==> config.mk <==
export PLATFORM = sky130hd
export DESIGN_NAME = acumulador_produtos
export DESIGN_NICKNAME = d
export VERILOG_FILES = /design/src/rtl/acumulador_produtos.sv
export SDC_FILE = /design/constraint.sdc
export NUM_CORES = 1
export LEC_CHECK = 0
export CORE_ASPECT_RATIO = 1.25
export CORE_MARGIN = 3
export CORE_UTILIZATION = 40
export CTS_BUF_LIST = sky130_fd_sc_hd__clkbuf_4
export DETAILED_ROUTE_END_ITERATION = 6
export HOLD_SLACK_MARGIN = 0.05
export PLACE_DENSITY = 0.74
export SETUP_SLACK_MARGIN = 0.3
export SYNTH_ARGS = -nofsm -noshare
export SYNTH_HDL_FRONTEND = slang
export SYNTH_SLANG_ARGS = --single-unit
==> constraint.sdc <==
create_clock -name clk -period 5.27 [get_ports clk]
set_input_delay 1.054 -clock clk [delete_from_list [all_inputs] [get_ports clk]]
set_output_delay 1.054 -clock clk [all_outputs]
set_load 0.01 [all_outputs]
==> src/rtl/acumulador_produtos.sv <==
// Sums N consecutive unsigned products from the multiplier and presents each block sum
// on a valid/ready port, stalling intake while an untaken sum is pending.
module acumulador_produtos #(
    parameter int unsigned TAM   = 8,
    parameter int unsigned N     = 4,
    parameter int unsigned ACC_W = 2 * TAM + 4
) (
    input  logic               clk,
    input  logic               rst_n,
    input  logic               clr,
    input  logic               P_valid,
    input  logic [2*TAM-1:0]   P,
    output logic               P_ready,
    output logic [ACC_W-1:0]   soma,
    output logic               soma_valid,
    input  logic               soma_ready,
    output logic               ovf
);

    localparam int unsigned CntW = (N > 1) ? $clog2(N) : 1;
    localparam logic [CntW-1:0] CntLast = CntW'(N - 1);

    typedef enum logic {StAcum, StSaida} state_e;

    state_e             state_q;
    logic [ACC_W-1:0]   acc_q;
    logic [CntW-1:0]    cnt_q;
    logic               ovf_acc_q;
    logic [ACC_W-1:0]   soma_q;
    logic               soma_valid_q;
    logic               ovf_q;

    // One extra bit catches the carry out of the accumulator MSB.
    logic [ACC_W:0]     sum_w;
    logic               carry_w;

    assign sum_w   = {1'b0, acc_q} + {{(ACC_W + 1 - 2 * TAM){1'b0}}, P};
    assign carry_w = sum_w[ACC_W];

    assign P_ready    = (state_q == StAcum);
    assign soma       = soma_q;
    assign soma_valid = soma_valid_q;
    assign ovf        = ovf_q;

    always_ff @(posedge clk or negedge rst_n) begin
        if (!rst_n) begin
            state_q      <= StAcum;
            acc_q        <= '0;
            cnt_q        <= '0;
            ovf_acc_q    <= 1'b0;
            soma_q       <= '0;
            soma_valid_q <= 1'b0;
            ovf_q        <= 1'b0;
        end else if (clr) begin
            state_q      <= StAcum;
            acc_q        <= '0;
            cnt_q        <= '0;
            ovf_acc_q    <= 1'b0;
            soma_q       <= '0;
            soma_valid_q <= 1'b0;
            ovf_q        <= 1'b0;
        end else begin
            unique case (state_q)
                StAcum: begin
                    if (P_valid) begin
                        if (cnt_q == CntLast) begin
                            soma_q       <= sum_w[ACC_W-1:0];
                            ovf_q        <= ovf_acc_q | carry_w;
                            soma_valid_q <= 1'b1;
                            acc_q        <= '0;
                            cnt_q        <= '0;
                            ovf_acc_q    <= 1'b0;
                            state_q      <= StSaida;
                        end else begin
                            acc_q     <= sum_w[ACC_W-1:0];
                            cnt_q     <= cnt_q + 1'b1;
                            ovf_acc_q <= ovf_acc_q | carry_w;
                        end
                    end
                end
                StSaida: begin
                    // soma and ovf keep their values after the take.
                    if (soma_ready) begin
                        soma_valid_q <= 1'b0;
                        state_q      <= StAcum;
                    end
                end
                default: state_q <= StAcum;
            endcase
        end
    end

endmodule

Word level (Yosys, flattened, before mapping)
Index checks and enable logic that the tools add are counted.
Cells by class
  add/sub/neg operators: 2
  equal/unequal tests: 5
  mux-type cells: 30
  bitwise operators: 2
  reductions and logical operators: 5
Operator list (number)
  20-bit 2-to-1 mux: 8
  20-bit by 16-bit adder with 21-bit output: 1
  1-bit 2-to-1 mux: 16
  2-bit 2-to-1 mux: 4
  3-bit inequality test, second input constant: 2
  3-bit AND reduction: 2
  1-bit one-hot mux with 2 select lines: 2
  2-bit nonzero test: 2
  3-bit by 2-bit inequality test with 1-bit output, second input constant: 1
  2-bit by 1-bit adder with 2-bit output, second input constant: 1
  2-bit equality test, second input constant: 1
  2-bit inequality test, second input constant: 1
  2-bit AND reduction: 1
  1-bit inverter: 1
  1-bit OR: 1
Word-level totals
  register bits: 46

Depth between registers and ports, before layout
Gate-level depths: netlist of run 1.
  word-level depth: 6
  gate-level depth with buffers: 8

Worst setup path before layout of run 1
No wires, ideal clock.
  kind: input -> register
  start point: in P[0]
  end point: reg ovf_q, in the netlist ovf
  arrival: 3131 ps
  data required time: 5144 ps
  path slack: 2013 ps
  stages on the path: 8
  path buffers: 0
  path through: ha_1 -> fa_1 -> a21o_1 -> a221o_1 -> a21o_1 -> a221oi_4 -> nor3_1 -> a221o_1
On the way
  word-level cells in the longest chain between the ends: 6
RTL lines
  start, declared: RTL line 12  | input logic [2*TAM-1:0] P,
  20-bit by 16-bit adder with 21-bit output: RTL line 37  | assign sum_w = {1'b0, acc_q} + {{(ACC_W + 1 - 2 * TAM){1'b0}}, P};
  1-bit OR: RTL line 68  | ovf_q <= ovf_acc_q | carry_w;
  1-bit 2-to-1 mux: RTL line 66  | if (cnt_q == CntLast) begin
  1-bit 2-to-1 mux: RTL line 65  | if (P_valid) begin
  1-bit 2-to-1 mux: RTL line 63  | unique case (state_q)
  1-bit 2-to-1 mux: RTL line 54  | end else if (clr) begin
  end signal, assigned: RTL line 68
  end, declared: RTL line 31  | logic ovf_q;
Every way passes these cells. The select of a mux whose other input is x is not followed.
A chain may end at the register's enable or synchronous reset.

Worst setup path after layout of run 1
Ends and elaborated chain as after synthesis.

==> results.txt, run 1 <==
TritonCTS built the clock tree. The wire length per cell after detailed routing came out at 15.72 um. The placed wire-length estimate after detailed placement came out at approximately 4.1 mm. The arrival time at the worst endpoint came out at 3.72 ns. The critical path start-end classification is primary input to flop.

The area of the core region came out at ~0.0062 mm^2. The data required time at the worst endpoint came out at 5.54 ns. The synthesized design contains 0 enable-type register cells. The clock arrives with roughly 0.012 ns of skew. The number of hold violations in the final report is 0. The synthesized instance count came out at 243. Summed over all nets, wire length on met3 after detailed routing comes to 234 um. The detailed-route vias per instance is about 5.6.

Clock tree synthesis found a total of 46 sinks. The count of nets left with antenna violations once routing finished came out at 0. Yosys mapped the design onto between 40 and 50 distinct sky130hd cell types. The clock edge transition at the registers on the reported setup and hold paths came out at around 0.13 ns. The horizontal die dimension is 78.11 um. The most used flip-flop cell after synthesis is sky130_fd_sc_hd__dfrtp_1. The number of antenna diodes in the final layout is 0. The die area is 0.007510 mm^2. The worst register-to-register path has a depth of 8. The number of antenna violations at the first check in global routing is 0. The transition time of the tightest slew-check pin is 1.164 ns. IR analysis of the VDD net gives a maximum drop of 114.9 uV. The maximum number of buffers from clock root to sink came out at 2. The number of gates resized after cts came out at 0. The number of slew-limit violations in the final report came out at 0. The synthesized area divided by synthesized cell count came out at 10.70 um^2.

The clock reaches the later pin of the worst-skew pair after roughly 0.37 ns. The number of buffers created by CTS came out at 5. After the first detailed-routing iteration, the DRC count stood at 164. The highest signal layer in the routed design is met4. The largest net degree at the start of global routing is 47. Relative to the synthesized area, the layout overhead comes to 23.77%. The total routed wirelength is 5.815 mm.

At the end of the flow, the number of nets in the layout was 323. The leftover overflow at the end of global routing is 0. The cell row count is 32. The flow ran to the end, and the final reports show no timing, DRC or antenna violations. The cell sitting at the root of the clock tree is a sky130_fd_sc_hd__clkbuf_4.

For this run, the total global-route usage over all layers was measured as 0.1617. Setup repair after global routing left no endpoint under its margin. The via count of the first global-routing pass came out at 2103. For this design, the CTS-stage hold fixing added 0 buffers.

The number of vias in the routed layout is 2057. The pre-CTS setup slack came out at around 1.4 ns. The final critical-path share of the clock period is 0.6559. The number of placed cells counting well taps came out at 362. Yosys printed 0 warnings. The upper clock frequency limit is 289.3 MHz. The maximum level of the CTS H-tree is 2. The number of stages on the worst hold path came out at 1. The effective utilization at floorplan is 0.4163. For this design the static power due to leakage is 1.525 nW. The tightest min-delay check is of the flop to flop type. The final non-filler cell total came out at 370. The total DRC errors in the routed layout is 0.

The setup violation total in the final timing report is 0. The power density relative to cell area is 289.6 mW/mm^2. After detailed routing, the wire length on met1 is 2.603 mm.

The maximum fanout encountered on the critical timing path came out at 9. The max-slew headroom at the worst pin came out at 0.2218. The nature of the critical path endpoint is a flop. The number of detailed-route iterations in the first pass is 4.

After synthesis the cells add up to 0.002600 mm^2. The worst setup path is launched from a primary input. The count of input and output buffers came out at 43. The clock period could shrink to between 3 and 4 ns. In the detailed route, the total length drawn on met2 is 2.907 mm. The final weighted congestion in routability-driven placement came out at 0.7829.

The ratio of cells with drive above 1 in the final layout is 0.05263. The vertical extent of the die came out at 96.14 um. The first global-routing pass estimated 9.680 mm of wire. The worst setup margin is 1.814 ns. Post-CTS timing repair inserted 0 buffers for setup. The number of inserted filler cells in the final layout is 587. The synthesized net count came out at between 200 and 300. The number of top-level design ports came out at 44. For this run, the register share of the synthesized area comes to 0.4427. Max-cap violations in this run came to 0. The final total negative setup slack is 0 ns. The post-synthesis register bit count came out at 46. Counting flops with an async set or reset pin after synthesis yields a share of 1.000.
flip-flops by register name, summed over array words and instances, names as in the netlist:
| register | cells |
|---|---|
| soma | 20 |
| cnt_q | 2 |
| acc_q | 20 |
| soma_valid | 1 |
| ovf_acc_q | 1 |
| state_q | 1 |
| ovf | 1 |
per-stage QoR:
| step | utilization | cell area, um^2 | hold slack (ns) | power [W] |
|---|---|---|---|---|
| after floorplan | - | 2600 | 0.4645 | 0.0005997 |
| after global placement | 0.4990 | 3117 | 0.4742 | 0.0006679 |
| after detailed placement | 0.4990 | 3117 | 0.4876 | 0.0006734 |
| after CTS | 0.5152 | 3218 | 0.5206 | 0.0009409 |
| after global routing | 0.5152 | 3218 | 0.5358 | 0.0009868 |
| final | 0.5152 | 3218 | 0.5158 | 0.0009320 |
layout make-up:
type	instances	area (um^2)	share of cell area
Multi-Input combinational cell	183	1408	0.4374
Sequential cell	46	1151	0.3577
Timing Repair Buffer	45	440.4	0.1369
Tap cell	85	106.4	0.03305
Clock inverter	3	63.81	0.01983
Clock buffer	5	37.54	0.01166
Inverter	3	11.26	0.003499
where the power goes:
part	total, W	internal, W	switching, W
logic	0.000277	0.000120	0.000157
registers	0.000392	0.000376	0.0000160
clock network	0.000263	0.000146	0.000117
cells by family after synthesis:
| family | Yosys count | synth area share |
|---|---|---|
| flip-flops | 46 | 0.4427 |
| XOR/XNOR | 16 | 0.05390 |
| buffers and inverters | 14 | 0.02021 |
| adder cells (fa/ha/maj) | 18 | 0.08951 |
| AO/OA/AOI/OAI | 87 | 0.2656 |
| multiplexers | 2 | 0.007700 |
| AND/OR/NAND/NOR | 60 | 0.1203 |
layout by cell type, fill, tap and decap left out, types with 2 or more instances in the layout:
| master | synthesis | routed |
|---|---|---|
| sky130_fd_sc_hd__a211oi_1 | 2 | 2 |
| sky130_fd_sc_hd__inv_1 | 3 | 3 |
| sky130_fd_sc_hd__xor2_1 | 11 | 11 |
| sky130_fd_sc_hd__buf_4 | 0 | 2 |
| sky130_fd_sc_hd__a221o_1 | 3 | 3 |
| sky130_fd_sc_hd__bufinv_16 | 0 | 2 |
| sky130_fd_sc_hd__o31ai_1 | 2 | 2 |
| sky130_fd_sc_hd__a21oi_1 | 11 | 11 |
| sky130_fd_sc_hd__dfrtp_1 | 46 | 46 |
| sky130_fd_sc_hd__and3_1 | 4 | 4 |
| sky130_fd_sc_hd__o21a_1 | 2 | 2 |
| sky130_fd_sc_hd__a21o_1 | 8 | 8 |
| sky130_fd_sc_hd__nand3_1 | 8 | 8 |
| sky130_fd_sc_hd__nand2b_1 | 3 | 3 |
| sky130_fd_sc_hd__a211o_1 | 3 | 3 |
| sky130_fd_sc_hd__mux2i_1 | 2 | 2 |
| sky130_fd_sc_hd__o21ai_0 | 2 | 2 |
| sky130_fd_sc_hd__nand4b_1 | 2 | 2 |
| sky130_fd_sc_hd__a31oi_1 | 5 | 4 |
| sky130_fd_sc_hd__nand2_1 | 17 | 17 |
| sky130_fd_sc_hd__xnor2_1 | 5 | 5 |
| sky130_fd_sc_hd__clkdlybuf4s50_1 | 0 | 42 |
| sky130_fd_sc_hd__clkbuf_4 | 0 | 5 |
| sky130_fd_sc_hd__a21boi_0 | 2 | 2 |
| sky130_fd_sc_hd__nand3b_1 | 2 | 2 |
| sky130_fd_sc_hd__o21ai_1 | 4 | 4 |
| sky130_fd_sc_hd__a22o_1 | 32 | 32 |
| sky130_fd_sc_hd__ha_1 | 17 | 17 |
| sky130_fd_sc_hd__nor3_1 | 5 | 4 |
| sky130_fd_sc_hd__nor2_1 | 8 | 8 |
| sky130_fd_sc_hd__and2_1 | 2 | 2 |
| sky130_fd_sc_hd__nand4_1 | 2 | 2 |
final timing paths:
check | from | to | slack (ns)
worst max-delay path | P[0] | ovf$_DFFE_PN0P_ | 1.81
worst min-delay path | soma[4]$_DFFE_PN0P_ | soma[4]$_DFFE_PN0P_ | 0.52
worst max register to register | acc_q[0]$_DFFE_PN0P_ | ovf$_DFFE_PN0P_ | 2.50
worst min register to register | soma[4]$_DFFE_PN0P_ | soma[4]$_DFFE_PN0P_ | 0.52
max in group asynchronous | rst_n | soma[7]$_DFFE_PN0P_ | 3.80
min in group asynchronous | rst_n | soma[14]$_DFFE_PN0P_ | 0.84
layer usage:
metal,vias up,global-route usage
met5,-,0
met4,0,0.04810
met1,995,0.1974
li1,1014,-
met3,6,0.03558
met2,42,0.2864
cell usage after synthesis (2+ instances only):
| master | number | area [um^2] |
|---|---|---|
| sky130_fd_sc_hd__dfrtp_1 | 46 | 1151 |
| sky130_fd_sc_hd__a22o_1 | 32 | 280.3 |
| sky130_fd_sc_hd__ha_1 | 17 | 212.7 |
| sky130_fd_sc_hd__nand2_1 | 17 | 63.81 |
| sky130_fd_sc_hd__a21oi_1 | 11 | 55.05 |
| sky130_fd_sc_hd__clkbuf_1 | 11 | 41.29 |
| sky130_fd_sc_hd__xor2_1 | 11 | 96.34 |
| sky130_fd_sc_hd__a21o_1 | 8 | 60.06 |
| sky130_fd_sc_hd__nand3_1 | 8 | 40.04 |
| sky130_fd_sc_hd__nor2_1 | 8 | 30.03 |
| sky130_fd_sc_hd__a31oi_1 | 5 | 31.28 |
| sky130_fd_sc_hd__nor3_1 | 5 | 25.02 |
| sky130_fd_sc_hd__xnor2_1 | 5 | 43.79 |
| sky130_fd_sc_hd__and3_1 | 4 | 25.02 |
| sky130_fd_sc_hd__o21ai_1 | 4 | 20.02 |
| sky130_fd_sc_hd__a211o_1 | 3 | 26.28 |
| sky130_fd_sc_hd__a221o_1 | 3 | 30.03 |
| sky130_fd_sc_hd__inv_1 | 3 | 11.26 |
| sky130_fd_sc_hd__nand2b_1 | 3 | 18.77 |
| sky130_fd_sc_hd__a211oi_1 | 2 | 15.01 |
| sky130_fd_sc_hd__a21boi_0 | 2 | 15.01 |
| sky130_fd_sc_hd__and2_1 | 2 | 12.51 |
| sky130_fd_sc_hd__mux2i_1 | 2 | 20.02 |
| sky130_fd_sc_hd__nand3b_1 | 2 | 15.01 |
| sky130_fd_sc_hd__nand4_1 | 2 | 12.51 |
| sky130_fd_sc_hd__nand4b_1 | 2 | 17.52 |
| sky130_fd_sc_hd__o21a_1 | 2 | 15.01 |
| sky130_fd_sc_hd__o21ai_0 | 2 | 10.01 |
| sky130_fd_sc_hd__o31ai_1 | 2 | 15.01 |
critical path, cell delays in order:
cell,delay (ns)
sky130_fd_sc_hd__clkdlybuf4s50_1,0.40
sky130_fd_sc_hd__ha_1,0.24
sky130_fd_sc_hd__fa_1,0.41
sky130_fd_sc_hd__a21o_1,0.19
sky130_fd_sc_hd__a221o_1,0.36
sky130_fd_sc_hd__a21o_1,0.24
sky130_fd_sc_hd__a221oi_4,0.47
sky130_fd_sc_hd__nor3_1,0.10
sky130_fd_sc_hd__a221o_1,0.27
Note: power is estimated with default switching activity, not from simulation.
==> inputs of run 2 (changes only) <==
- clock period: 5.27 -> 3.6 ns (I/O delays scaled with it)
==> results.txt, run 2 (same netlist as run 1, synthesis figures left out) <==
The flow ran to the end, and the final reports show no timing, DRC or antenna violations. In this run the worst hold path is classified as primary input to async pin. The arrival time at the worst endpoint is 3.32 ns. The number of top-level design ports came out at 44. Dividing the detail-routed via count by the number of cells gives 5.764. The library cell used most frequently in the layout, excluding fill and tap cells, is sky130_fd_sc_hd__dfrtp_1. The via count of the first global-routing pass is 2218. The congestion estimate from routability-driven global placement came to 0.8157. For the final database, setup skew stands at 0.02088 ns. The number of gates resized after cts is 0.

The worst setup path is launched from a primary input. Entering global routing, the biggest net connects 47 pins. The critical path start-end classification is primary input to flop. The area added between synthesis and finish came out at 23.00%. In the layout the commonest cells are 46 x sky130_fd_sc_hd__dfrtp_1, 42 x sky130_fd_sc_hd__clkdlybuf4s50_1, 32 x sky130_fd_sc_hd__a22o_1. The worst setup path is captured at a flop.

The first-pass GRT wire length came out at 10.29 mm. The leakage power is 1.518 nW. The number of buffers inserted to repair setup after CTS is 0. The final critical delay including setup and external delays is 3.040 ns.

Counting tap cells, the placed design contains a total of between 300 and 400 instances. The leftover overflow at the end of global routing came out at 0. The clock insertion delay at the later pin of the skew report is 0.38 ns.

The maximum fanout encountered on the critical timing path came out at 8. Port buffering added 43 buffers. In the global route stage, overall resource usage came out at 0.1729.

After detailed placement, the total cell area comes to 0.003139 mm^2. The area of the multi-input gates came out at 0.001408 mm^2. The wire length per cell after detailed routing is 16.47 um. The number of max-cap violations came out at 0. The initial utilization of the core area, before any placement, comes to 0.4163. The number of slew-limit violations in the final report was 0. The power density relative to cell area came out at 389.1 mW/mm^2. For this block, the initial DRC count from the detailed router was approximately 140. Data on the critical path is required at its endpoint by 3.88 ns.

The number of antenna violations at the first check in global routing is 0. The worst supply voltage drop on vdd is 152.6 uV. Buffers inserted during clock tree synthesis total 5.

The clock edge transition at the registers on the reported setup and hold paths is 0.15 ns. The vertical extent of the die came out at 96.14 um. The number of buffers inserted for hold repair after clock tree synthesis is 0. The final total negative setup slack came out at 0 ns.

The maximum number of buffers from clock root to sink came out at 2. Headroom to the max-slew limit came out at 0.3213. The number of detailed-route iterations in the first pass is 4. The total DRC errors in the routed layout is 0.

The cell row count is 32. The cell at the root of the clock tree is sky130_fd_sc_hd__clkbuf_4. Once detail routing completed, the nets flagged for antenna violations numbered 0. Counting the fill cells in the layout gives 593.

The final critical-path share of the clock period came out at 0.8443. The count of clock tree sinks is 46. Excluding fillers, the count of instances in the completed layout stands at 373.

The final cell utilization of the core came out at 0.5120. TritonCTS built the clock tree. The ratio of cells with drive above 1 in the final layout is 0.06597. The die area is 0.007510 mm^2. The number of hold violations in the final report is 0. The setup violation total in the final timing report came out at 0. The horizontal die dimension is between 70 and 80 um. The transition time of the tightest slew-check pin came out at 1.018 ns. The diode insertion count for antenna repair came out at 0. Setup repair after global routing left no endpoint under its margin. The design area came out at 0.003198 mm^2. Timing would allow up to 329.0 MHz. The final-stage net count is 326. The placed wire-length estimate after detailed placement is 4.436 mm. The maximum level of the CTS H-tree is 2. The sequential cell area in the final layout is 0.001151 mm^2.

The area of the core region came out at 0.006246 mm^2. The number of vias in the routed layout is 2150. The total routed wirelength is just over 6 mm.
run 2: cell types whose count changed in the layout (fill, tap and decap cells not counted):
cell and change:
sky130_fd_sc_hd__bufinv_16 -2, sky130_fd_sc_hd__clkinvlp_4 +1, sky130_fd_sc_hd__clkinv_4 +1, sky130_fd_sc_hd__clkinv_1 -1, sky130_fd_sc_hd__buf_4 +3, sky130_fd_sc_hd__clkinv_2 +1
run 2: path summary, 6_finish.rpt:
kind,endpoint,from,slack [ns],cells after the start
worst max-delay path,soma[16]$_DFFE_PN0P_,P[0],0.56,10
worst min-delay path,soma[13]$_DFFE_PN0P_,rst_n,0.50,1
worst max register to register,soma[16]$_DFFE_PN0P_,acc_q[0]$_DFFE_PN0P_,0.91,9
worst min register to register,soma[6]$_DFFE_PN0P_,soma[6]$_DFFE_PN0P_,0.52,1
max in group asynchronous,acc_q[8]$_DFFE_PN0P_,rst_n,2.46,1
min in group clk,soma[6]$_DFFE_PN0P_,soma[6]$_DFFE_PN0P_,0.52,1
run 2: power breakdown:
part | leakage [nW] | internal, W | switching [W]
clock network | 0.0312 | 0.0000762 | 0.000182
registers | 0.630 | 0.000551 | 0.0000254
logic | 0.856 | 0.000179 | 0.000231
total | 1.52 | 0.000806 | 0.000438
run 2: layout make-up:
cell class,instances,area share
tap,85,0.03326
clock inverter,3,0.006651
sequential,46,0.3599
clock buffer,5,0.01174
timing repair buffer,48,0.1448
multi-input combinational,183,0.4401
inverter,3,0.003521
run 2: through the flow:
step	hold slack (ns)	total power, W	setup WS (ns)
after CTS	0.5245	0.001248	0.5812
after global placement	0.4874	0.0009837	0.2058
after floorplan	0.4244	0.0008779	0.6765
final	0.5016	0.001244	0.5604
after detailed placement	0.4877	0.0009914	0.1702
after global routing	0.5396	0.001323	0.4054
run 2: routing by layer:
layer  part of all wire  GRT usage  vias to the layer above
met1               0.44     0.2105                     1071
met2               0.51     0.3079                       52
met5                  0          0                        -
li1                   -          -                     1023
met4             0.0096    0.05394                        0
met3              0.043    0.03558                        4
run 2: critical path: stages:
cell and delay [ns]:
sky130_fd_sc_hd__clkdlybuf4s50_1 0.40, sky130_fd_sc_hd__ha_1 0.24, sky130_fd_sc_hd__fa_1 0.41, sky130_fd_sc_hd__a21o_1 0.19, sky130_fd_sc_hd__a221o_1 0.37, sky130_fd_sc_hd__a21o_1 0.25
sky130_fd_sc_hd__a221oi_4 0.31, sky130_fd_sc_hd__buf_4 0.20, sky130_fd_sc_hd__xor2_1 0.16, sky130_fd_sc_hd__o21ai_1 0.07
